`src/rtl/available_cell_selector.sv`:
```
// -----------------------------------------------------------------------------
// available_cell_selector
//
// Purpose:
//   Picks one free cell for the allocation path, one request at a time. On an
//   accepted request it snapshots the per-cell mark vector (free flag + handle).
//   It then tests one cell per cycle, starting at the start pointer and
//   wrapping around. It reports the first free cell's index and handle, or
//   "array full", on a valid/ready response.
//
// Optional feature (macro SELECTOR_ROUND_ROBIN_EN):
//   Defined   : after a found response is accepted, the next scan starts at
//               the cell after the one just returned (round-robin spreading).
//   Undefined : every scan starts at cell 0 (lowest free index wins).
//
// Ports:
//   clk          in   1                 rising-edge clock
//   reset        in   1                 synchronous active-high reset
//   mark_bool    in   NUM_CELLS         bit i = cell i free
//   mark_value   in   NUM_CELLS*DATA_W  handle of cell i at [i*DATA_W +: DATA_W]
//   req_valid    in   1                 allocation request
//   req_ready    out  1                 high only while idle
//   resp_valid   out  1                 response valid, held until accepted
//   resp_ready   in   1                 consumer accepts response
//   resp_found   out  1                 1 = free cell found, 0 = array full
//   resp_index   out  IDX_W             selected cell index (0 if not found)
//   resp_handle  out  DATA_W            handle of selected cell (0 if not found)
// -----------------------------------------------------------------------------
module available_cell_selector #(
    parameter int NUM_CELLS = 16,
    parameter int DATA_W    = 8,
    parameter int IDX_W     = 4
) (
    input  logic                          clk,
    input  logic                          reset,
    input  logic [NUM_CELLS-1:0]          mark_bool,
    input  logic [NUM_CELLS*DATA_W-1:0]   mark_value,
    input  logic                          req_valid,
    output logic                          req_ready,
    output logic                          resp_valid,
    input  logic                          resp_ready,
    output logic                          resp_found,
    output logic [IDX_W-1:0]              resp_index,
    output logic [DATA_W-1:0]             resp_handle
);

    typedef enum logic [1:0] {
        ST_IDLE = 2'd0,
        ST_SCAN = 2'd1,
        ST_RESP = 2'd2
    } state_t;

    localparam logic [IDX_W-1:0] LAST_CNT = IDX_W'(NUM_CELLS - 1);

    state_t                        state_r,       state_s;
    logic [NUM_CELLS-1:0]          snap_bool_r,   snap_bool_s;
    logic [NUM_CELLS*DATA_W-1:0]   snap_value_r,  snap_value_s;
    logic [IDX_W-1:0]              ptr_r,         ptr_s;
    logic [IDX_W-1:0]              cnt_r,         cnt_s;
    logic                          req_ready_r,   req_ready_s;
    logic                          resp_valid_r,  resp_valid_s;
    logic                          resp_found_r,  resp_found_s;
    logic [IDX_W-1:0]              resp_index_r,  resp_index_s;
    logic [DATA_W-1:0]             resp_handle_r, resp_handle_s;
    logic [IDX_W-1:0]              start_ptr_s;

`ifdef SELECTOR_ROUND_ROBIN_EN
    logic [IDX_W-1:0]              start_ptr_r,   start_ptr_nxt_s;

    // Round-robin start pointer: advance past the cell just handed out.
    always_comb begin
        start_ptr_nxt_s = start_ptr_r;
        if ((state_r == ST_RESP) && resp_valid_r && resp_ready && resp_found_r) begin
            start_ptr_nxt_s = resp_index_r + IDX_W'(1);
        end else begin
            start_ptr_nxt_s = start_ptr_r;
        end
    end

    // Start pointer register.
    always_ff @(posedge clk) begin
        if (reset) begin
            start_ptr_r <= '0;
        end else begin
            start_ptr_r <= start_ptr_nxt_s;
        end
    end

    assign start_ptr_s = start_ptr_r;
`else
    assign start_ptr_s = '0;
`endif

    // Next-state and next-output logic for the IDLE/SCAN/RESP controller.
    always_comb begin
        state_s       = state_r;
        snap_bool_s   = snap_bool_r;
        snap_value_s  = snap_value_r;
        ptr_s         = ptr_r;
        cnt_s         = cnt_r;
        resp_found_s  = resp_found_r;
        resp_index_s  = resp_index_r;
        resp_handle_s = resp_handle_r;
        case (state_r)
            ST_IDLE: begin
                if (req_valid && req_ready_r) begin
                    // Snapshot so later input changes cannot disturb the scan.
                    snap_bool_s  = mark_bool;
                    snap_value_s = mark_value;
                    ptr_s        = start_ptr_s;
                    cnt_s        = '0;
                    state_s      = ST_SCAN;
                end else begin
                    state_s      = ST_IDLE;
                end
            end
            ST_SCAN: begin
                if (snap_bool_r[ptr_r]) begin
                    resp_found_s  = 1'b1;
                    resp_index_s  = ptr_r;
                    resp_handle_s = snap_value_r[ptr_r*DATA_W +: DATA_W];
                    state_s       = ST_RESP;
                end else if (cnt_r == LAST_CNT) begin
                    resp_found_s  = 1'b0;
                    resp_index_s  = '0;
                    resp_handle_s = '0;
                    state_s       = ST_RESP;
                end else begin
                    // Pointer wraps naturally through IDX_W truncation.
                    ptr_s = ptr_r + IDX_W'(1);
                    cnt_s = cnt_r + IDX_W'(1);
                end
            end
            ST_RESP: begin
                if (resp_valid_r && resp_ready) begin
                    state_s = ST_IDLE;
                end else begin
                    state_s = ST_RESP;
                end
            end
            default: begin
                state_s = ST_IDLE;
            end
        endcase
        // Handshake flags are registered copies of the next state decode.
        req_ready_s  = (state_s == ST_IDLE);
        resp_valid_s = (state_s == ST_RESP);
    end

    // State, snapshot and registered output flops.
    always_ff @(posedge clk) begin
        if (reset) begin
            state_r       <= ST_IDLE;
            snap_bool_r   <= '0;
            snap_value_r  <= '0;
            ptr_r         <= '0;
            cnt_r         <= '0;
            req_ready_r   <= 1'b1;
            resp_valid_r  <= 1'b0;
            resp_found_r  <= 1'b0;
            resp_index_r  <= '0;
            resp_handle_r <= '0;
        end else begin
            state_r       <= state_s;
            snap_bool_r   <= snap_bool_s;
            snap_value_r  <= snap_value_s;
            ptr_r         <= ptr_s;
            cnt_r         <= cnt_s;
            req_ready_r   <= req_ready_s;
            resp_valid_r  <= resp_valid_s;
            resp_found_r  <= resp_found_s;
            resp_index_r  <= resp_index_s;
            resp_handle_r <= resp_handle_s;
        end
    end

    assign req_ready   = req_ready_r;
    assign resp_valid  = resp_valid_r;
    assign resp_found  = resp_found_r;
    assign resp_index  = resp_index_r;
    assign resp_handle = resp_handle_r;

endmodule

```
`config.mk`:
```
export PLATFORM = sky130hd
export DESIGN_NAME = available_cell_selector
export DESIGN_NICKNAME = d
export VERILOG_FILES = /design/src/rtl/available_cell_selector.sv
export SDC_FILE = /design/constraint.sdc
export NUM_CORES = 1
export LEC_CHECK = 0
export ABC_CLOCK_PERIOD_IN_PS = 6300
export CORE_MARGIN = 2
export CORE_UTILIZATION = 54
export DETAILED_ROUTE_END_ITERATION = 12
export PLACE_DENSITY = 0.85
export SYNTH_ARGS = -nofsm -noshare
export SYNTH_HDL_FRONTEND = slang
export SYNTH_SLANG_ARGS = --single-unit
```
`constraint.sdc`:
```
create_clock -name clk -period 6.3 [get_ports clk]
set_clock_uncertainty 0.1 [all_clocks]
set_input_delay 1.26 -clock clk [delete_from_list [all_inputs] [get_ports clk]]
set_output_delay 1.26 -clock clk [all_outputs]
set_load 0.05 [all_outputs]
```
==> results of run 1 <==
[state kept, by name (all words and copies together), names as in the netlist]
register / count
snap_value_r: 128
snap_bool_r: 16
resp_handle: 8
cnt_r: 4
ptr_r: 4
resp_index: 4
state_r: 2
req_ready: 1
resp_found: 1
resp_valid: 1
[kinds of logic after synthesis]
logic type | share of synthesized area [%]
AO/OA/AOI/OAI | 14.2
adder cells (fa/ha/maj) | 0.353
buffers and inverters | 4.12
flip-flops | 47.8
multiplexers | 12.1
AND/OR/NAND/NOR | 21.5
[layout by cell type, fill, tap and decap left out, types with 2 or more instances in the layout]
| master | synthesis | routed |
|---|---|---|
| o211ai_1 | 10 | 10 |
| mux2i_1 | 4 | 4 |
| a21oi_1 | 160 | 160 |
| buf_4 | 1 | 7 |
| nand2b_1 | 2 | 2 |
| and3_1 | 3 | 2 |
| nand2_1 | 335 | 335 |
| o22ai_1 | 2 | 2 |
| mux4_2 | 34 | 34 |
| clkbuf_16 | 0 | 17 |
| nor2_1 | 10 | 10 |
| mux2_2 | 2 | 2 |
| clkbuf_8 | 0 | 4 |
| nand3b_1 | 11 | 11 |
| a21o_1 | 2 | 2 |
| ha_1 | 2 | 2 |
| o21ai_0 | 3 | 3 |
| dfxtp_1 | 169 | 168 |
| clkdlybuf4s50_1 | 0 | 161 |
| nand3_1 | 13 | 12 |
| clkbuf_1 | 54 | 6 |
| inv_1 | 4 | 4 |
[area by class of cell]
class / instances / area [µm²] / share of cell area (%)
Multi-Input combinational cell: 608 / 3420 / 37.0
Timing Repair Buffer: 168 / 1660 / 18.0
Clock inverter: 2 / 37.5 / 0.406
Sequential cell: 169 / 3380 / 36.6
Clock buffer: 27 / 503 / 5.44
Inverter: 6 / 22.5 / 0.243
Tap cell: 172 / 215 / 2.33
[through the flow]
step	util [%]	worst slack, ps	instance area (µm²)
after floorplan	-	3720	7080
after global placement	68.5	2630	8710
after detailed placement	68.5	2570	8710
after CTS	72.7	3000	9250
after global routing	72.7	2840	9250
final	72.7	2950	9250
[how the worst max path moves through the flow]
stage / end / slack (ps)
final: snap_value_r[96]$_SDFFE_PP0P_ / 2950
after global routing: snap_value_r[96]$_SDFFE_PP0P_ / 2840
after CTS: snap_value_r[96]$_SDFFE_PP0P_ / 3000
after detailed placement: snap_value_r[96]$_SDFFE_PP0P_ / 2570
after global placement: snap_value_r[99]$_SDFFE_PP0P_ / 2630
after floorplan: snap_value_r[45]$_SDFFE_PP0P_ / 3720
[report_power, final]
| group | internal [mW] | switching [mW] |
|---|---|---|
| registers | 1.15 | 0.0515 |
| clock network | 0.580 | 0.390 |
| logic | 0.205 | 0.230 |
[layer usage]
metal | vias to the layer above | wire, µm | part of all wire [%]
met5 | - | 0 | 0
met4 | 0 | 366 | 2.0
met3 | 30 | 1080 | 6.0
met2 | 218 | 8880 | 49
met1 | 2964 | 7830 | 43
li1 | 3094 | - | -
[critical path: cells and delay by family]
| kind | cells | cell delay (ps) |
|---|---|---|
| AO/OA/AOI/OAI | 1 | 170 |
| buffers and inverters | 2 | 1250 |
| AND/OR/NAND/NOR | 2 | 820 |
==> metrics.yaml, run 1 <==
slowest_stage: "buf_4"
clockRootBuffer: "clkbuf_16"
portBuffers: 162
grt_antenna_before_repair: 0
syn_area_um2: 7080
cts_tree: "done"
post_cts_buffers: 0
min_period_ps: 3350
leakagePower_nw: 3.25
use_met2_pct: 42.8
overflow: 0
hold_slack_ps: 350
postCtsHoldBufs: 0
numCtsBuffers: 17
route.detailed.drc: 0
dp_hpwl_mm: 12.1
drt-wirelength-per-cell_um: 15.8
cts_max_path_buffers: 2
max_stage_delay_ps: 730
grtUsageMet3_pct: 5.16
timing.rr.start: "ptr_r[0]$_SDFFE_PP0P_"
critPathCaptureType: "flip-flop"
async_flop_share_pct: 0
clock_latency_ps: 420
yosys_warnings: 0
synthTopCellsByCount: "nand2_1 (335), dfxtp_1 (169), a21oi_1 (160)"
post-place-cells: 1123
hp-start: "snap_bool_r[1]$_SDFFE_PP0P_"
crit_chain: "clkdlybuf4s50_1, and3_4, buf_4, nand2_1, a21oi_1"
grt_pass1_vias: 6057
ant_nets: 0
clock-sinks: 169
setup_tns_ps: 0
maxSlewHeadroom_pct: 27.8
hp-class: "reg2reg"
cp.required_ps: 6540
holdPathEnd: "snap_bool_r[1]$_SDFFE_PP0P_"
synth_top_area_share_pct: 47.8
max_cap_violations: 0
drt_iter0_markers: 488
p_total_mw: 2.61
die-area_um2: 14000
fill_cells: 982
nets: 1120
wl_mm: 18.2
start_util_pct: 55.7
synth_edf_count: 0
rsz0062_at_grt: "no"
status: "finished clean"
avgSynthCellArea_um2: 8.35
p_per_area_nw_per_um2: 282
ys_ff_latch: 169
slew_violations: 0
met1_usage_pct: 34.5
synth_seq_area_share_pct: 47.8
yosys.cell_count.top_type: "nand2_1"
grt_pass1_wl_mm: 29.4
pin_count: 163
synth_nets: 998
synth_area_leaders: "dfxtp_1 (48%), nand2_1 (18%), a21oi_1 (11%)"
r2r_slack_ps: 3410
hold_viol_final: 0
die_w_um: 119
grt_usage_pct: 26.3
cts_max_level: 4
finalSetupViolCount: 0
fmax_mhz: 298
vdd_drop_max_mv: 0.173
critical_path_class: "in2reg"
postSynthCellCount: 848
cts.repair.resized: 0
final-instance-count-excl-fill: 1152
grt_start_max_net_pins: 109
hold_path_depth: 2
ys_types: 39
dr_total_vias: 6306
final_layout_size_suffix_gt1_share_pct: 7.76
drt-vias-per-instance: 5.47
firstDrtPassIters: 5
finalCritPeriodShare_pct: 53.2
crit_start: "req_valid"
synthToLayoutAreaGrowth_pct: 30.6
die_y_um: 119
worstSetupStartpointType: "primary input"
synth_flop_cell: "dfxtp_1"
core_um2: 12700
place_congestion: 0.797
yosysTopAreaCell: "dfxtp_1"
worstRegToRegCells: 6
worst_slew_pin_slew_ps: 1080
r2r_end: "req_ready$_SDFF_PP1_"
top_usage_layer: "met2"
antenna_cells: 0
clkTransAtPathRegs_ps: 60
worstPathArrival_ps: 3590
placementRows: 41
path_max_fanout: 80
Note: power is estimated with default switching activity, not from simulation.
==> run 2: changes to the inputs <==
Settings changed: ABC_CLOCK_PERIOD_IN_PS 6300 to 3170, CORE_UTILIZATION 54 to 50, PLACE_DENSITY 0.85 to 0.8.
Clock period 6.3 ns to 3.17 ns, I/O delays scaled along.
==> metrics.yaml, run 2 (synthesized netlist as in run 1, its figures left out) <==
status: "finished clean"
grt_start_max_net_pins: 145
setup_tns_ps: 0
hp-class: "reg2reg"
crit_buf_inv: 1
crit_chain: "clkdlybuf4s50_1"
pin_count: 163
timing.rr.start: "ptr_r[1]$_SDFFE_PP0P_"
placed_area_um2: 8820
grt_pass1_wl_mm: 28.9
crit_start: "req_ready$_SDFF_PP1_"
post_cts_buffers: 0
grt_pass1_vias: 5950
fmax_mhz: 418
start_util_pct: 51.0
finalCritPeriodShare_pct: 75.5
fin_area_um2: 9360
synthToLayoutAreaGrowth_pct: 32.2
p_per_area_nw_per_um2: 553
slowest_stage: "clkdlybuf4s50_1"
clkTransAtPathRegs_ps: 60
dr_total_vias: 6257
max_stage_delay_ps: 830
cts_max_level: 4
cts.repair.resized: 0
layout_commonest_cell: "nand2_1"
overflow: 0
postCtsHoldBufs: 0
grt_antenna_before_repair: 1
finalSetupViolCount: 0
place_congestion: 0.829
route.detailed.drc: 0
grt_usage_pct: 24.9
die_w_um: 123
largest_register_ffs: 128
cts_tree: "done"
hold_viol_final: 0
ant_nets: 0
maxSlewHeadroom_pct: 54.7
placementRows: 43
cts_max_path_buffers: 2
drt-vias-per-instance: 5.34
regMostFlops: "snap_value_r"
drt-wirelength-per-cell_um: 15.7
min_period_ps: 2390
numCtsBuffers: 17
vdd_drop_max_mv: 0.387
critPathTopFamily: "buffers and inverters"
final_layout_size_suffix_gt1_share_pct: 8.88
final_core_utilization_pct: 67.4
rsz0062_at_grt: "no"
firstDrtPassIters: 4
nets: 1129
mostFrequentLayoutCells: "nand2_1 (335), dfxtp_1 (168), clkdlybuf4s50_1 (161)"
critical_path_class: "reg2out"
path_max_fanout: 3
portBuffers: 162
max_cap_violations: 0
core_um2: 13900
clock_latency_ps: 430
cp.required_ps: 2440
critPathCaptureType: "primary output"
dp_hpwl_mm: 12.4
leakagePower_nw: 3.31
worstPathArrival_ps: 1660
hp-start: "snap_value_r[22]$_SDFFE_PP0P_"
drt_iter0_markers: 476
slew_violations: 0
clock-sinks: 169
die_y_um: 123
worstSetupStartpointType: "flip-flop"
clockRootBuffer: "clkbuf_16"
worst_slew_pin_slew_ps: 680
wl_mm: 18.4
fill_cells: 1125
die-area_um2: 15100
[run 2: cell count changes in the layout (fill, tap and decap cells not counted)]
cell / before / now
buf_12: 0 / 3
buf_4: 7 / 13
clkinv_2: 0 / 4
clkbuf_1: 6 / 5
clkbuf_8: 4 / 1
diode_2: 0 / 1
clkinv_4: 0 / 1
clkinvlp_4: 1 / 2
[run 2: layer usage]
layer	GRT usage [%]	share of wire (%)
met1	32.6	43
met2	39.1	48
met3	6.46	6.0
met4	10.7	2.5
met5	0	0
[run 2: area by class of cell]
type                    instances  area, µm²  share of cell area, %
clock inverters                 8       73.8                  0.789
diodes                          1       2.50                 0.0267
well taps                     180        225                   2.41
repair buffers                177       1770                   18.9
clock buffers                  23        458                   4.89
inverters                       6       22.5                  0.241
flip-flops and latches        169       3380                   36.2
multi-input cells             608       3420                   36.6
[run 2: worst min-delay path, cell delays in order (launching register included)]
cell,delay (ps)
dfxtp_1,310
nand2_1,50
a21oi_1,50
[run 2: through the flow]
step	setup slack [ps]	power (mW)	hold slack, ps	instances
3_3_place_gp	706	3.31	337	1140
2_1_floorplan	1130	2.96	332	848
4_1_cts	749	5.21	353	1171
6_report	777	5.18	353	1172
5_1_grt	624	5.41	373	1172
3_5_place_dp	640	3.33	344	1140
[run 2: worst paths after layout]
path	cells past startpoint	endpoint	slack (ps)
setup / recovery	1	req_ready	780
hold / removal	2	snap_value_r[22]$_SDFFE_PP0P_	350
setup reg to reg	7	resp_handle[5]$_SDFFE_PP0P_	780
hold reg to reg	2	snap_value_r[22]$_SDFFE_PP0P_	350
[run 2: report_power, final]
part           internal (mW)  total, mW  leakage [nW]  switching [mW]
Sequential              2.29       2.38          1.38          0.0902
Clock                   1.09       1.89         0.257           0.801
Combinational          0.429      0.901          1.67           0.473
